$ cat src/rtl/cle_seq_pkg.sv
// Shared types and LFSR helpers for the challenge/response key sequencer.
// Pure functions, no state; no flow control.
package cle_seq_pkg;

  typedef enum logic [1:0] {
    LOCKED  = 2'd0,
    OPEN    = 2'd1,
    LOCKOUT = 2'd2
  } mode_t;

  localparam int unsigned LFSR_MAX_W = 32;

  function automatic logic [LFSR_MAX_W-1:0] width_mask(input int unsigned w);
    return (w >= LFSR_MAX_W) ? '1 : ((32'd1 << w) - 32'd1);
  endfunction

  // Fibonacci step: shift left, feedback parity of tapped bits enters at bit 0.
  function automatic logic [LFSR_MAX_W-1:0] lfsr_next(input logic [LFSR_MAX_W-1:0] state,
                                                      input logic [LFSR_MAX_W-1:0] taps,
                                                      input int unsigned           w);
    return ((state << 1) | {31'd0, ^(state & taps)}) & width_mask(w);
  endfunction

  function automatic logic [LFSR_MAX_W-1:0] seed_fix(input logic [LFSR_MAX_W-1:0] seed,
                                                     input int unsigned           w);
    logic [LFSR_MAX_W-1:0] m;
    m = seed & width_mask(w);
    return (m == '0) ? 32'd1 : m;
  endfunction

endpackage

$ cat src/rtl/cle_seq_lfsr.sv
// LFSR state register with synchronous reload (priority) and step; one cycle per update.
// No flow control: load/step are single-cycle strobes from the owning FSM.
module cle_seq_lfsr
  import cle_seq_pkg::*;
#(
  parameter int unsigned          STATE_W = 6,
  parameter logic [STATE_W-1:0]   TAPS    = 6'h30,
  parameter logic [STATE_W-1:0]   SEED    = 6'h01
) (
  input  logic               i_clk,
  input  logic               i_rst_n,
  input  logic               i_load,
  input  logic               i_step,
  output logic [STATE_W-1:0] o_state
);

  localparam logic [STATE_W-1:0] SEED_FIX = STATE_W'(seed_fix(32'(SEED), STATE_W));

  logic [STATE_W-1:0] r_state;

  always_ff @(posedge i_clk or negedge i_rst_n) begin
    if (!i_rst_n) begin
      r_state <= SEED_FIX;
    end else if (i_load) begin
      r_state <= SEED_FIX;
    end else if (i_step) begin
      r_state <= STATE_W'(lfsr_next(32'(r_state), 32'(TAPS), STATE_W));
    end
  end

  assign o_state = r_state;

endmodule

$ cat src/rtl/cle_key_seq.sv
// Bus-window key sequencer: KEY_LEN matching addr[7:4] reads open it, then reads return LFSR bits (dout registered, 1 cycle).
// No backpressure; dout_oe follows the held bus access. CLE_SEQ_LOCKOUT_EN adds a fail counter and sticky LOCKOUT.
module cle_key_seq
  import cle_seq_pkg::*;
#(
  parameter int unsigned        ADDR_W   = 14,
  parameter logic [ADDR_W-1:0]  BASE     = 14'h1000,
  parameter logic [ADDR_W-1:0]  MASK     = 14'h3000,
  parameter int unsigned        STATE_W  = 6,
  parameter logic [STATE_W-1:0] TAPS     = 6'h30,
  parameter logic [STATE_W-1:0] SEED     = 6'h01,
  parameter int unsigned        KEY_LEN  = 4,
  parameter int unsigned        OUT_W    = 2,
  parameter int unsigned        MAX_FAIL = 3
) (
  input  logic              i_clk,
  input  logic              i_rst_n,
  input  logic              i_sel_n,
  input  logic [ADDR_W-1:0] i_addr,
  input  logic              i_rd,
  output logic [OUT_W-1:0]  o_dout,
  output logic              o_dout_oe,
  output logic              o_is_open
);

  localparam int unsigned STEP_W = $clog2(KEY_LEN + 1);

  if (KEY_LEN < 1 || KEY_LEN > 15 || STATE_W < 4 || OUT_W > STATE_W || ADDR_W < 8
      || MAX_FAIL < 1) begin : g_param_err
    $error("cle_key_seq: parameter out of range");
  end

  logic               w_hit;
  logic               r_hit_q;
  logic               w_acc;
  logic               w_nib_ok;
  mode_t              r_mode, w_mode_nxt;
  logic [STEP_W-1:0]  r_step, w_step_nxt;
  logic [OUT_W-1:0]   r_dout, w_dout_nxt;
  logic               w_lfsr_load, w_lfsr_step;
  logic [STATE_W-1:0] w_state;

`ifdef CLE_SEQ_LOCKOUT_EN
  localparam int unsigned FAIL_W = $clog2(MAX_FAIL + 1);
  logic [FAIL_W-1:0]  r_fail, w_fail_nxt;
`endif

  assign w_hit    = !i_sel_n && ((i_addr & MASK) == BASE);
  assign w_acc    = w_hit && !r_hit_q;
  assign w_nib_ok = (i_addr[7:4] == w_state[3:0]);

  cle_seq_lfsr #(
    .STATE_W (STATE_W),
    .TAPS    (TAPS),
    .SEED    (SEED)
  ) u_lfsr (
    .i_clk   (i_clk),
    .i_rst_n (i_rst_n),
    .i_load  (w_lfsr_load),
    .i_step  (w_lfsr_step),
    .o_state (w_state)
  );

  always_ff @(posedge i_clk or negedge i_rst_n) begin
    if (!i_rst_n) begin
      r_hit_q <= 1'b0;
      r_mode  <= LOCKED;
      r_step  <= '0;
      r_dout  <= '0;
`ifdef CLE_SEQ_LOCKOUT_EN
      r_fail  <= '0;
`endif
    end else begin
      r_hit_q <= w_hit;
      r_mode  <= w_mode_nxt;
      r_step  <= w_step_nxt;
      r_dout  <= w_dout_nxt;
`ifdef CLE_SEQ_LOCKOUT_EN
      r_fail  <= w_fail_nxt;
`endif
    end
  end

  always_comb begin
    w_mode_nxt  = r_mode;
    w_step_nxt  = r_step;
    w_dout_nxt  = r_dout;
    w_lfsr_load = 1'b0;
    w_lfsr_step = 1'b0;
`ifdef CLE_SEQ_LOCKOUT_EN
    w_fail_nxt  = r_fail;
`endif
    if (w_acc) begin
      if (!i_rd) begin
        // A write relocks from any mode except the sticky lockout.
        if (r_mode != LOCKOUT) begin
          w_mode_nxt  = LOCKED;
          w_step_nxt  = '0;
          w_dout_nxt  = '0;
          w_lfsr_load = 1'b1;
        end
      end else begin
        unique case (r_mode)
          LOCKED: begin
            if (w_nib_ok) begin
              w_lfsr_step = 1'b1;
`ifdef CLE_SEQ_LOCKOUT_EN
              w_fail_nxt  = '0;
`endif
              if (r_step == STEP_W'(KEY_LEN - 1)) begin
                w_mode_nxt = OPEN;
                w_step_nxt = '0;
              end else begin
                w_step_nxt = r_step + STEP_W'(1);
              end
            end else begin
              w_step_nxt  = '0;
              w_lfsr_load = 1'b1;
`ifdef CLE_SEQ_LOCKOUT_EN
              w_fail_nxt  = r_fail + FAIL_W'(1);
              if (r_fail == FAIL_W'(MAX_FAIL - 1)) begin
                w_mode_nxt = LOCKOUT;
              end
`endif
            end
          end
          OPEN: begin
            w_dout_nxt  = w_state[STATE_W-1 -: OUT_W];
            w_lfsr_step = 1'b1;
          end
          default: ;
        endcase
      end
    end
  end

  assign o_dout    = r_dout;
  assign o_dout_oe = w_hit && r_hit_q && i_rd && (r_mode == OPEN);
  assign o_is_open = (r_mode == OPEN);

endmodule
$ cat config.mk
export PLATFORM = sky130hd
export DESIGN_NAME = cle_key_seq
export DESIGN_NICKNAME = d
export VERILOG_FILES = /design/src/rtl/cle_seq_pkg.sv /design/src/rtl/cle_seq_lfsr.sv /design/src/rtl/cle_key_seq.sv
export SDC_FILE = /design/constraint.sdc
export NUM_CORES = 1
export LEC_CHECK = 0
export CORE_AREA = 2 2 49 51
export DETAILED_ROUTE_END_ITERATION = 8
export DIE_AREA = 0 0 51 53
export PLACE_DENSITY_LB_ADDON = 0.3
export SYNTH_ARGS = -nofsm -noshare
export SYNTH_HDL_FRONTEND = slang
export SYNTH_SLANG_ARGS = --single-unit
$ cat constraint.sdc
create_clock -name i_clk -period 1.81 [get_ports i_clk]
set_clock_uncertainty 0.1 [all_clocks]
set_input_delay 0.543 -clock i_clk [delete_from_list [all_inputs] [get_ports i_clk]]
set_output_delay 0.543 -clock i_clk [all_outputs]
set_load 0.05 [all_outputs]
## Yosys cells after proc, flatten, opt, wreduce, memory -nomap -nowiden

Index checks and enable logic that the tools add are counted.

| word-level totals | value |
|---|---|
| register bits | 14 |
| output and inout bits | 4 |
| word-level logic and storage cells | 53 |

| operators by class | value |
|---|---|
| $add $sub $neg | 1 |
| equality and inequality tests | 9 |
| multiplexer cells | 23 |
| bitwise gates (word level) | 1 |
| reduce and logical (&&, ||, !) cells | 14 |

Operators by type and width:

| kind | number |
|---|---|
| 32-bit parity | 1 |
| 3-bit 2-to-1 mux | 5 |
| 2-bit 2-to-1 mux | 7 |
| 6-bit 2-to-1 mux | 2 |
| 1-bit 2-to-1 mux | 8 |
| 2-bit by 1-bit inequality test with 1-bit output (second input constant) | 4 |
| 6-bit by 1-bit bitwise OR with 6-bit output | 1 |
| 3-bit AND reduction | 2 |
| 1-bit logical AND | 5 |
| 5-bit AND reduction | 1 |
| 2-bit by 1-bit equality test with 1-bit output (second input constant) | 2 |
| 4-bit equality test | 1 |
| 2-bit nonzero test | 2 |
| 3-bit by 1-bit adder with 3-bit output (second input constant) | 1 |
| 3-bit by 2-bit equality test with 1-bit output (second input constant) | 1 |
| 1-bit zero test | 2 |
| 2-bit zero test | 1 |
| 2-bit inequality test (second input constant) | 1 |
| 1-bit case mux with 2 select lines | 1 |

## Longest topological paths before layout

Gate-level depths: netlist of the first run.

| logic depth | value |
|---|---|
| word-level depth | 7 |
| gate-level depth with buffers | 5 |
| mapped depth without buffers | 4 |

## Hierarchy

Synthesis of the first run repeated with hierarchy kept, for this count alone.

| second synthesis, totals | value |
|---|---|
| cell total of the unflattened synthesis | 63 |
| area total of the unflattened synthesis | 688.2 um2 |

By module, submodules not included:

| module | instances | cells each | area each (um2) | sequential area each (um2) |
|---|---|---|---|---|
| cle_key_seq | 1 | 42 | 432.9 | 175.2 |
| cle_seq_lfsr | 1 | 21 | 255.2 | 151.4 |

## Worst setup path before layout of the first run

No wires, ideal clock.

| timing path | value |
|---|---|
| kind | flip-flop to output port |
| start point | register r_mode[0] |
| end point | output port o_dout_oe |
| data arrival time | 1.308 ns |
| required time | 1.167 ns |
| path slack | -0.141 ns |
| cell stages (with the launch flop) | 3 |
| path buffers | 1 |
| path through | dfrtp_1 clkbuf_1 and4_2 |

| on the way | value |
|---|---|
| longest elaborated chain between the ends | 2 |

RTL lines:

| what | line | text |
|---|---|---|
| from (decl) | cle_key_seq.sv:37 | `mode_t r_mode, w_mode_nxt;` |
| from (signal assigned) | cle_key_seq.sv:75 | `r_mode <= w_mode_nxt;` |
| 2-bit by 1-bit equality test with 1-bit output | cle_key_seq.sv:138 | `assign o_dout_oe = w_hit && r_hit_q && i_rd && (r_mode == OPEN);` |
| 1-bit logical AND | cle_key_seq.sv:138 |  |
| to (decl) | cle_key_seq.sv:22 | `output logic o_dout_oe,` |

Every way passes these cells.

## Worst setup path after layout of the first run

| timing path | value |
|---|---|
| start point | input port i_addr[13] |
| end point | output port o_dout_oe |

| on the way | value |
|---|---|
| longest elaborated chain between the ends | 5 |

RTL lines:

| what | line | text |
|---|---|---|
| from (decl) | cle_key_seq.sv:19 | `input logic [ADDR_W-1:0] i_addr,` |
| 2-bit by 1-bit equality test with 1-bit output | cle_key_seq.sv:48 | `assign w_hit = !i_sel_n && ((i_addr & MASK) == BASE);` |
| 1-bit logical AND | cle_key_seq.sv:48 |  |
| net w_hit | cle_key_seq.sv:33 | `logic w_hit;` |
| 1-bit logical AND (3 in a row) | cle_key_seq.sv:138 |  |

The timed path passes the listed nets, and every way through them passes these cells.

==> reports/summary.md, run 1 <==
The tools report the number of hold violations in the final report as 0. The capturing element type of the critical path is an output pin. The synthesized netlist cell count is 70, and the post-placement setup slack is -0.461 ns. The power per unit of standard cell area is 590 mW/mm2. The number of DRC violations after detailed-routing iteration 0 came out at 1.

For this configuration, the core starts out at a cell density of 32.3%. The area inside the core boundary was 0.00215 mm2. The critical path in this run is classified as in -> out. The routed design could run at a clock period as short as 1.88 ns. The first-pass detailed-route iteration total was 4; the post-synthesis instance area was 694 um2. H-tree level count: 1. Number of flip-flops and latches in the synthesized netlist: 13.

TritonCTS built the clock tree. The clock reaches the later pin of the worst-skew pair after 0.27 ns. In this run the worst hold path is classified as reg -> reg. During placement, the flow inserted port buffers numbering 13.

The placed cell count was 114; the actual slew at the worst max-slew pin was 0.327 ns. The die covers 0.00270 mm2. Counting the buffers created by CTS gives 3.

The CTS clock-pin slew for the worst setup and hold paths came out at 0.08 ns. Synthesis instantiated 24 different standard cells from the library. Pin placement for this block handled 22 I/O pins. The number of global-route vias before repair came out at 559. The cell taking the most area after synthesis is sky130_fd_sc_hd__dfrtp_1. The root buffer cell chosen for the clock tree is sky130_fd_sc_hd__clkbuf_4. Of the synthesized area, sequential elements account for 47.0%. The logs give 17 for the cell row count and 0 for the number of inserted diodes.

The checks that failed: setup timing. Setup repair after global routing could not meet its margin everywhere. The count of nets left with antenna violations once routing finished came out at 0. The minimum setup slack in the final design came out at -0.0716 ns. The kind of start point of the critical path is an input pin. The portion of the clock cycle consumed by the worst path in the final layout came out at 104%.

Worst ir drop on vdd: 380 uV. Total congestion overflow after global routing: 0. Across every metal layer, demand over resource in global routing totals 12.3%. For this design, the sink count on the clock tree is 13. After the last flow step, the layout net total stands at 114. After synthesis, the mean cell area works out to 9.92 um2.

The final route contains 573 vias. The number of buffers on the longest clock path was 2. Summed over all cells, the static leakage comes to 0.444 nW. The run gives 0 as the post-route DRC violation count. Data on the critical path arrives at its endpoint at 1.24 ns. The via-per-instance ratio came out at 4.70. Share of the synthesized area in the top cell type: 43.2%. The final layout contains routed wiring with a total length of 1550 um.

Dividing the detail-routed wire length by the instance count gives 12.7 um. By area the synthesized netlist is led by sky130_fd_sc_hd__dfrtp_1 43%, sky130_fd_sc_hd__o31ai_1 6.5%, sky130_fd_sc_hd__xnor2_1 6.3%, sky130_fd_sc_hd__nand2_1 5.9%, sky130_fd_sc_hd__inv_1 4.9%. Detailed placement finished with a half-perimeter wire length of 1110 um. The synthesis warning total is 0. Entering global routing, the biggest net connects 17 pins.

The number of maximum-capacitance constraint violations was 0; the number of setup violations in the final report was 1. The final standard cell count with taps included and fillers excluded was 122; the global-route wire length before repair was 2460 um. Routability-driven placement finished with a final weighted congestion of 0.763. The die is 53 um tall. Of all nets on the critical path, the largest fanout is 2.

For the number of pins exceeding their max-slew limit in the final report, the log shows 0. The tools report the highest clock rate as 0.531 GHz. The run finished, with violations left. The run gives 78.1% as the relative max-transition margin. Cells with a size suffix above 1 make up 33.0% of the layout. Area growth from synthesis to layout: 44.7%.

The horizontal die dimension was 51 um; the required time at the worst-slack endpoint was 1.17 ns. Hold timing on the final database bottoms out at a slack of 0.401 ns. The synthesized net count is 89. The initial antenna violation count was 0.
==> synthesized netlist by cell type (all sizes together) <==
library cell / n
a22o: 2
a41oi: 1
and2: 1
and4: 1
buf: 2
clkbuf: 2
dfrtp: 12
dfstp: 1
ha: 1
inv: 9
nand2: 11
nand2b: 1
nand3b: 1
nand4: 1
nor2b: 1
nor3b: 1
o21ai: 4
o22ai: 2
o31a: 1
o31ai: 6
o41ai: 3
or4b: 1
xnor2: 5
==> cells by family after synthesis <==
logic type               synth area share (%)
AO/OA/AOI/OAI                            20.5
AND/OR/NAND/NOR                          14.6
buffers and inverters                    9.73
flip-flops                               47.0
XOR/XNOR                                 6.31
adder cells (fa/ha/maj)                  1.80
==> layout make-up <==
cell class,count,area (um2)
Inverter,9,33.8
Clock buffer,4,26.3
Fill cell,212,1140
Sequential cell,13,328
Multi-Input combinational cell,44,333
Timing Repair Buffer,24,249
Tap cell,28,35.0
==> layer usage <==
layer  track usage (%)  vias up  part of all wire (%)  routed length, um
met5                 0        -                     0                  0
met4              5.41        0                  0.90                 14
met3              2.26        2                   4.2                 65
met2              19.5        8                    48                743
met1              16.4      269                    47                729
li1                  -      294                     -                  -
==> sequential cells by signal, indices dropped and copies added, names as in the netlist <==
register        flops
o_dout              2
r_hit_q             1
r_mode              1
r_step              3
u_lfsr.o_state      6
==> stage by stage <==
stage | TNS, ns | utilization, % | area (um2) | power [mW]
after floorplan | 0 | - | 702 | 0.356
after global placement | -4.50 | 43.1 | 926 | 0.408
after detailed placement | -4.62 | 43.1 | 926 | 0.409
after CTS | -0.0344 | 45.9 | 986 | 0.599
after global routing | -0.0787 | 46.8 | 1000 | 0.619
final | -0.0716 | 46.8 | 1000 | 0.593
==> power breakdown <==
group          switching [mW]  internal [mW]
registers             0.00765          0.298
logic                  0.0492         0.0560
clock network          0.0967         0.0852
total                   0.154          0.439
==> worst paths after layout <==
path	cells after the start	slack, ns	endpoint	start
worst min register to register	1	0.40	r_step[0]	r_step[0]
worst min-delay path	1	0.40	r_step[0]	r_step[0]
min in group asynchronous	1	0.43	u_lfsr.o_state[3]	i_rst_n
worst max register to register	3	0.10	r_mode[0]	r_hit_q
worst max-delay path	4	-0.07	o_dout_oe	i_addr[13]
max in group asynchronous	2	0.76	r_mode[0]	i_rst_n
==> cells in the final DEF, fill, tap and decap left out, types with 2 or more instances in the layout <==
master,instances
sky130_fd_sc_hd__inv_1,9
sky130_fd_sc_hd__clkbuf_4,3
sky130_fd_sc_hd__xnor2_1,5
sky130_fd_sc_hd__o41ai_2,2
sky130_fd_sc_hd__o31ai_1,5
sky130_fd_sc_hd__clkdlybuf4s50_1,5
sky130_fd_sc_hd__buf_4,11
sky130_fd_sc_hd__buf_12,4
sky130_fd_sc_hd__a22o_2,2
sky130_fd_sc_hd__o21ai_0,3
sky130_fd_sc_hd__buf_6,2
sky130_fd_sc_hd__o22ai_1,2
sky130_fd_sc_hd__dfrtp_1,11
sky130_fd_sc_hd__nand2_1,11
==> worst max-delay path: stages <==
cell,delay [ns]
sky130_fd_sc_hd__buf_6,0.10
sky130_fd_sc_hd__nor3b_4,0.20
sky130_fd_sc_hd__and4_4,0.26
sky130_fd_sc_hd__buf_12,0.13
==> what timing repair did <==
action / 4_1_cts / 5_1_grt
gates resized for setup: 15 / 5
setup endpoints to repair: 12 / 8
hold buffers: 0 / 0
pin swaps: 2 / 2
buffers inserted: 5 / 0
(Power assumes the default switching activity.)
==> run 2: changes to the inputs <==
--- a/config.mk
+++ b/config.mk
@@ -5,10 +5,14 @@
 export SDC_FILE = /design/constraint.sdc
 export NUM_CORES = 1
 export LEC_CHECK = 0
+export CELL_PAD_IN_SITES_DETAIL_PLACEMENT = 0
+export CELL_PAD_IN_SITES_GLOBAL_PLACEMENT = 1
 export CORE_AREA = 2 2 49 51
 export DETAILED_ROUTE_END_ITERATION = 8
 export DIE_AREA = 0 0 51 53
 export PLACE_DENSITY_LB_ADDON = 0.3
+export REMOVE_ABC_BUFFERS = 1
 export SYNTH_ARGS = -nofsm -noshare
 export SYNTH_HDL_FRONTEND = slang
 export SYNTH_SLANG_ARGS = --single-unit
+export TNS_END_PERCENT = 1
==> run 2 against run 1 <==
Net effect:
- the run still ends with setup timing left
- via count down 1.9%
- clock power about the same
- fmax up 0.23%
- die area unchanged
- register-to-register slack better by 0.03 ns
- first-iteration DRC count rose to 5.0 times the previous value
- worst hold slack worse by 0.013 ns
- sequential power about the same
- non-clock buffer count down 3
- clock-buffer cell count down 1
- largest power group unchanged
==> reports/summary.md, run 2 (same netlist as run 1, synthesis figures left out) <==
The tools report the area inside the core boundary as 0.00215 mm2 (unchanged). The run finished, with violations left. The number of buffers on the longest clock path is 2 (unchanged), and the total congestion overflow after global routing is 0 (unchanged). The data arrival time of the critical path came out at 1.23 ns (about the same). In the layout the commonest cells are 12 x sky130_fd_sc_hd__dfrtp_1, 11 x sky130_fd_sc_hd__nand2_1, 9 x sky130_fd_sc_hd__inv_1. The run gives 0 (unchanged) as the number of buffers inserted for hold repair after clock tree synthesis. The detailed-route wire length per cell is 12.5 um (-2.0%). The tools report the first-pass detailed-route iteration total as 4 (unchanged).

The relative max-transition margin was 74.0% (-4.1 points). Walking the worst path, the cells encountered are buf_8 -> nor3b_4 -> and4_4 -> buf_12. The tools report the leakage power as 0.420 nW (-5.2%). The worst setup path is captured at an output pin. Setup repair after global routing could not meet its margin everywhere. The post-route DRC violation count was 0 (unchanged); the combined global-route utilization of all metal layers was 13.5% (+1.2 points). The final routed wirelength across all metal layers was 1480 um (-4.4%). The initial core utilization was 32.3% (unchanged); the layout cell share with drive strength beyond 1 was 27.5% (-5.5 points). The minimum setup slack in the final design was -0.0672 ns (+0.00441 ns); the total die area was 0.00270 mm2 (unchanged). The number of maximum-capacitance constraint violations is 0 (unchanged), and the number of hold violations in the final report is 0 (unchanged). The via-per-instance ratio came out at 4.72 (+0.55%).

The run gives 219 (+3.3%) as the layout filler cell count. The final standard cell count with taps included and fillers excluded was 119 (-2.5%); the sink count of the clock tree was 13 (unchanged). The CTS clock-pin slew for the worst setup and hold paths works out to 0.08 ns (about the same).

For the final weighted congestion in routability-driven placement, the log shows 0.754 (-1.2%). Horizontal die dimension: 51 um (unchanged). The number of buffers inserted during clock tree synthesis is 3 (unchanged), and the setup TNS is -0.0672 ns (+0.00441 ns).

The tools report the number of pins exceeding their max-slew limit in the final report as 0 (unchanged). The power per unit of standard cell area is 609 mW/mm2 (+3.2%), and the number of inserted diodes is 0 (unchanged). Compared with the post-synthesis result, the final layout area differs by 39.1%. The later-pin clock latency in the skew report is 0.28 ns (about the same), and the utilization after layout is 45.0% (-1.8 points). The cell row count is 17 (unchanged). For the worst ir drop on vdd, the log shows 476 uV (+25%). The reg2reg setup slack was 0.13 ns (+0.03 ns). The flip-flop count of the largest register, all copies and words added was 6 (unchanged). The maximum fanout along the worst path was 2 (unchanged). CTS placed an instance of sky130_fd_sc_hd__clkbuf_4 at the clock tree root. The checks that failed: setup timing. The number of global-route vias before repair is 572 (+2.3%), and the portion of the clock cycle consumed by the worst path in the final layout is 104% (-0.24 points). The class of the tightest hold or removal check was reg -> reg. The tools report the number of DRC violations after detailed-routing iteration 0 as 5 (+4). The count of port buffers added during placement was 13 (unchanged). The routed via count is 562 (-1.9%). The slowest stage of the critical path is the sky130_fd_sc_hd__and4_4 cell. The tools report the global-route wire length before repair as 2590 um (+5.3%).

For the required time at the worst-slack endpoint, the log shows 1.17 ns (about the same). Kind of start point of the critical path: an input pin. Type of the worst setup path: in -> out. The residual antenna-violating net count after detailed routing was 0 (unchanged). Post-placement setup slack: -0.496 ns (-0.0352 ns). Chip height: 53 um (unchanged). The largest net degree at the start of global routing was 14 (-3); the actual slew at the worst max-slew pin was 0.389 ns (+0.0617 ns).

The placed cell count was 114 (unchanged); the H-tree level count was 1 (unchanged). Leaving out fill and tap cells, the most frequent cell in the layout is sky130_fd_sc_hd__dfrtp_1. The number of setup violations in the final report is 1 (unchanged), and the highest clock rate is 0.533 GHz (+0.23%).

The number of top-level pins is 22 (unchanged), and the longest individual stage delay on the worst path is 0.25 ns (about the same). The tools report the total number of nets in the final design as 111 (-2.6%). The initial antenna violation count was 0 (unchanged); the final period demand of the worst path was 1.88 ns (-0.00441 ns). TritonCTS built the clock tree.
-- run 2: final cells by class --
type	instances	area (um2)	share of cell area, %
timing repair buffer	21	230	23.8
multi-input combinational	44	313	32.4
clock inverter	1	5.00	0.518
inverter	9	33.8	3.50
sequential	13	327	33.8
clock buffer	3	22.5	2.33
tap	28	35.0	3.63
-- run 2: through the flow --
step / instance area (um2) / hold slack (ns) / power [mW]
6_report: 966 / 0.388 / 0.588
5_1_grt: 966 / 0.420 / 0.626
4_1_cts: 956 / 0.395 / 0.594
3_5_place_dp: 918 / 0.384 / 0.409
3_3_place_gp: 918 / 0.376 / 0.407
2_1_floorplan: 661 / 0.147 / 0.349
-- run 2: report_power, final --
part / internal (mW) / switching, mW / leakage, nW
Clock: 0.0820 / 0.101 / 0.0177
Sequential: 0.298 / 0.00731 / 0.168
Combinational: 0.0535 / 0.0466 / 0.234
Total: 0.434 / 0.154 / 0.420
-- run 2: metal layers --
layer / part of all wire [%] / track usage [%] / up-vias
met2: 50 / 21.2 / 6
met4: 1.8 / 6.76 / 0
li1: - / - / 292
met1: 45 / 16.1 / 262
met5: 0 / 0 / -
met3: 3.0 / 5.08 / 2
-- run 2: path summary, 6_finish.rpt --
kind	endpoint	from	cells past startpoint
worst max-delay path	o_dout_oe	i_sel_n	4
worst min-delay path	r_step[0]	r_step[0]	1
worst max register to register	r_mode[0]	r_hit_q	3
worst min register to register	r_step[0]	r_step[0]	1
max in group asynchronous	u_lfsr.o_state[5]	i_rst_n	2
min in group asynchronous	o_dout[1]	i_rst_n	1
-- run 2: what timing repair did --
item / 4_1_cts / 5_1_grt
endpoints found under the setup margin: 13 / 1
pin swaps: 2 / 2
setup buffers: 1 / 0
resized for setup: 16 / 2
-- run 2: critical path, delay by kind of cell --
family / cells / cell delay (ns)
buffers and inverters: 2 / 0.23
and+or+nand+nor: 2 / 0.45
==> run 3: changes to the inputs <==
--- a/config.mk
+++ b/config.mk
@@ -7,9 +7,9 @@
 export LEC_CHECK = 0
 export CELL_PAD_IN_SITES_DETAIL_PLACEMENT = 0
 export CELL_PAD_IN_SITES_GLOBAL_PLACEMENT = 1
-export CORE_AREA = 2 2 49 51
+export CORE_AREA = 2 2 52 54
 export DETAILED_ROUTE_END_ITERATION = 8
-export DIE_AREA = 0 0 51 53
+export DIE_AREA = 0 0 54 56
 export PLACE_DENSITY_LB_ADDON = 0.3
 export REMOVE_ABC_BUFFERS = 1
 export SYNTH_ARGS = -nofsm -noshare
==> constraint.sdc (replaced) <==
create_clock -name i_clk -period 1.7 [get_ports i_clk]
set_clock_uncertainty 0.1 [all_clocks]
set_input_delay 0.51 -clock i_clk [delete_from_list [all_inputs] [get_ports i_clk]]
set_output_delay 0.51 -clock i_clk [all_outputs]
set_load 0.05 [all_outputs]
==> run 3 against run 2 <==
Net effect:
- the run still ends with setup timing left
- core utilization fell by 1.5 points
- non-clock buffer count is 5 higher
- final cell count grew 5.9%
- total power up 8.3%
==> reports/summary.md, run 3 (same netlist as run 1, synthesis figures left out) <==
Number of inserted diodes: 0 (unchanged). The run gives 11 (+6) as the number of DRC violations after detailed-routing iteration 0. The final period demand of the worst path was 1.83 ns. Detailed-routed wire length on met2: 761 um (+2.0%). The tree is rooted in a sky130_fd_sc_hd__clkbuf_4. The wire length on met3 was 68 um (+51%); the layout cell share with drive strength beyond 1 was 35.4% (+7.9 points).

The later-pin clock latency in the skew report is 0.28 ns (about the same). The class of the tightest hold or removal check was reg -> reg. The critical path in this run is classified as in -> out. For this design, the slowest cell found on the critical path is sky130_fd_sc_hd__and4_4.

The minimum setup slack in the final design came out at -0.129 ns (-0.0616 ns). The routed via count is 591 (+5.2%), and the initial core utilization is 28.5% (-3.8 points). For this run, the top clock speed supported by timing is 0.547 GHz.

The tools report the final weighted congestion in routability-driven placement as 0.723 (-4.2%). The longest individual stage delay on the worst path works out to 0.26 ns (about the same). The chip height is 56 um (+5.7%), and the number of cell instances on the worst register-to-register path is 3 (unchanged). For the number of global-route vias before repair, the log shows 561 (-1.9%). The flow ran to the end, but the final reports show violations.

CTS clock-pin slew for the worst setup and hold paths: 0.07 ns (about the same). For the total die area, the log shows 0.00302 mm2 (+12%). The critical path goes through buf_8 -> nor3b_4 -> and4_4 -> buf_12. The utilization after layout is 43.5% (-1.5 points), and the leakage power is 0.498 nW (+18%). Routed signal wires occupy layers up through met4. The actual slew at the worst max-slew pin was 0.259 ns (-0.130 ns); the horizontal die dimension was 54 um (+5.9%). The capturing element type of the critical path is an output pin. The area inside the core boundary was 0.00243 mm2 (+13%); the count of port buffers added during placement was 13 (unchanged).

The logs give 246 (+12%) for the layout filler cell count and 22 (unchanged) for the number of top-level pins. The worst setup path is launched from an input pin. The area growth from synthesis to layout came out at 52.3%. The run gives 1.09 ns (-0.08 ns) as the required time at the worst-slack endpoint.

The checks that failed: setup timing. Maximum fanout along the worst path: 2 (unchanged). Detailed-route wire length per cell: 12.5 um (+0.24%). The total congestion overflow after global routing was 0 (unchanged). For the H-tree level count, the log shows 1 (unchanged). The logs give 1 (unchanged) for the number of setup violations in the final report and 1570 um (+6.1%) for the final routed wirelength across all metal layers. The via-per-instance ratio is 4.69 (-0.68%). Largest net degree at the start of global routing: 15 (+1). The worst register-to-register path ends at r_step[0]. The relative max-transition margin is 82.5% (+8.5 points). Reg2reg setup slack: 0.06 ns (-0.07 ns). The combined global-route utilization of all metal layers is 12.1% (-1.4 points), and the first-pass detailed-route iteration total is 3 (-1). The tools report the number of buffers on the longest clock path as 2 (unchanged). For the number of maximum-capacitance constraint violations, the log shows 0 (unchanged). The number of hold violations in the final report was 0 (unchanged). The final critical path takes up 108% of the cycle. The flip-flop count of the largest register, all copies and words added was 6 (unchanged). The residual antenna-violating net count after detailed routing came out at 0 (unchanged). Most common cell after layout, fill and taps aside: sky130_fd_sc_hd__dfrtp_1. The sink count of the clock tree is 13 (unchanged). The most critical setup path has its startpoint at i_addr[13]. The run gives 0 (unchanged) as the initial antenna violation count.

TritonCTS built the clock tree. The data arrival time of the critical path came out at 1.22 ns (about the same). The number of buffers inserted for hold repair after clock tree synthesis is 0 (unchanged). The post-route DRC violation count came out at 0 (unchanged).

The power per unit of standard cell area came out at 603 mW/mm2 (-1.0%). The run gives 116 (+4.5%) as the total number of nets in the final design. Critical path capture point: o_dout_oe. Setup repair after global routing could not meet its margin everywhere. The cell row count is 18 (+1), and the number of buffers inserted during clock tree synthesis is 3 (unchanged).

The tools report the final worst hold slack as 0.392 ns (+0.00378 ns). The tools report the number of pins exceeding their max-slew limit in the final report as 0 (unchanged). Worst ir drop on vdd: 424 uV (-11%). The run gives 731 um (+10%) as the length of routed wiring on met1. The library cells used most frequently in the layout, excluding fill and tap cells, are 12 x sky130_fd_sc_hd__dfrtp_1, 11 x sky130_fd_sc_hd__nand2_1, 11 x sky130_fd_sc_hd__buf_4. Launching point of the worst reg2reg path: r_hit_q.

Detailed placement finished with a half-perimeter wire length of 1110 um. The run gives 2660 um (+2.7%) as the global-route wire length before repair.
## run 3: cell count changes in the layout (fill, tap and decap cells not counted), sizes merged
cell / delta
buf: +5
clkdlybuf4s50: -3
dlymetal6s2s: +3
clkbuf: +1
clkinv: -1
## run 3: metal layers
metal,vias up,global-route usage [%]
met5,-,0
met4,0,3.21
met3,2,4.84
met2,10,17.8
met1,279,16.3
li1,300,-
## run 3: worst max-delay path: cells and delay by family
family	cells	cell delay (ns)
buffers and inverters	2	0.23
and+or+nand+nor	2	0.48
## run 3: worst min path at each step
stage / end / startpoint / slack [ns] / depth (start not counted)
6_report: r_step[0] / r_step[0] / 0.39 / 1
5_1_grt: r_step[0] / r_step[0] / 0.41 / 1
4_1_cts: r_step[0] / r_step[0] / 0.40 / 1
3_5_place_dp: r_step[0] / r_step[0] / 0.39 / 1
3_3_place_gp: r_step[0] / r_step[0] / 0.38 / 1
2_1_floorplan: o_dout[0] / i_rst_n / 0.11 / 0
## run 3: cell type report
cell class	count	area, um2	share of cell area [%]
multi-input cells	44	350	33.1
flip-flops and latches	13	327	30.9
repair buffers	26	283	26.7
well taps	30	37.5	3.55
inverters	9	33.8	3.20
clock buffers	4	26.3	2.49
## run 3: where the power goes
part           internal (mW)  switching (mW)  total [mW]  leakage (nW)
clock                 0.0911           0.100       0.191        0.0150
sequential             0.317         0.00844       0.326         0.168
combinational         0.0663          0.0539       0.120         0.315
## run 3: timing repair
| action | CTS | global route |
|---|---|---|
| gates resized for setup | 18 | 10 |
| pin swaps | 3 | 2 |
| cloned | 0 | 0 |
| buffers inserted | 4 | 0 |
| endpoints found under the setup margin | 13 | 9 |
## run 3: per-stage QoR
step	instances	power [mW]	TNS (ns)	setup WS, ns	cell area [um2]
5_1_grt	126	0.666	-0.380	-0.124	1060
6_report	126	0.637	-0.129	-0.129	1060
2_1_floorplan	66	0.371	-0.689	-0.142	661
4_1_cts	126	0.637	-0.0854	-0.0854	1010
3_5_place_dp	118	0.437	-5.80	-0.540	936
3_3_place_gp	118	0.437	-5.50	-0.554	936
==> patch: new RTL, settings of run 1 <==
Re-encode `mode_t` (3 values) as one-hot, 3 bits wide.
--- a/src/rtl/cle_seq_pkg.sv
+++ b/src/rtl/cle_seq_pkg.sv
@@ -2,10 +2,10 @@
 // Pure functions, no state; no flow control.
 package cle_seq_pkg;
 
-  typedef enum logic [1:0] {
-    LOCKED  = 2'd0,
-    OPEN    = 2'd1,
-    LOCKOUT = 2'd2
+  typedef enum logic [2:0] {
+    LOCKED  = 3'b001,
+    OPEN    = 3'b010,
+    LOCKOUT = 3'b100
   } mode_t;
 
   localparam int unsigned LFSR_MAX_W = 32;
Check against the original RTL: same outputs for any inputs over 10 cycles, from zero or initial values and one cycle with i_rst_n low; not proved beyond that.
==> patch against run 1 <==
The run still ends with negative setup slack left. Sequential cell count is 1 higher. Cell area is 38% higher. Combinational power is 85% higher. Total power is 32% higher. Utilization is 18 points higher. Synthesized area is 28% higher. Global-route usage is 8.1 points higher. Setup slack worse by 0.086 ns. Routed wire length is 60% higher. Largest cell class unchanged.
==> patch: results (changes against run 1) <==
filler instances=175 (-17%); Yosys cell types=37 (+54%); worst slew pin tran=0.3613 ns (+0.03418 ns); worst vdd ir=516.1 uV (+36%); buffer share of cell area=24.19% (-0.59 points); fin cells=157 (+29%); failing checks=negative setup slack; ranking of synthesized cells by area=dfrtp_1 (34%), dfstp_2 (5.9%), ha_1 (4.2%); syn_nets=115 (+29%); ClkCell Share=2.608% (-0.0073 points); r2r setup slk=0.04 ns (-0.06 ns); Post-synth top cells=dfrtp_1 (12), nand2_1 (10), nand4_1 (6); worst hold endpoint=r_step[1]$_DFFE_PN0P_; Pleak=0.5908 nW (+33%); area of the multi-input gates=608.1 um^2 (+83%); vias in the first global route=910 (+63%); crit path DAT=1.32 ns (+0.08 ns); worst hold start=r_step[1]$_DFFE_PN0P_; outcome=finished with violations; GRT Total Usage=20.44% (+8.1 points); Fin Setup TNS=-0.3012 ns (-0.2296 ns); endpoints failing setup=2 (+1); Setup WS post-layout=-0.1576 ns (-0.08605 ns); sequential share of the synthesized area=39.55% (-7.5 points); Avg WL per Cell=15.80 um (+24%); NumNets Final=151 (+32%)
## patch: power breakdown
part	leakage [nW]	switching, W	total, W	internal (W)
registers	0.158	0.0000248	0.000353	0.000329
logic	0.412	0.0000891	0.000194	0.000105
clock network	0.0210	0.000110	0.000233	0.000122
total	0.591	0.000224	0.000780	0.000556
## patch: what timing repair did
item / in CTS / in global routing
pin swaps: 6 / 7
setup endpoints to repair: 15 / 12
resized for setup: 22 / 13
hold buffers: 0 / 0
cloned: 0 / 0
buffers inserted: 3 / 0
## patch: per-layer routing
layer / routed length (um) / track usage [%] / up-vias
met2: 1268 / 36.36 / 30
met3: 127 / 2.542 / 8
met5: 0 / 0 / -
li1: - / - / 428
met4: 55 / 9.910 / 0
met1: 1028 / 24.25 / 438
## patch: cell families after synthesis
kind of cell	synth area share (%)
AO/OA/AOI/OAI	23.98
flip-flops	39.55
XOR/XNOR	4.909
AND/OR/NAND/NOR	22.16
buffers and inverters	5.189
adder cells (fa/ha/maj)	4.208
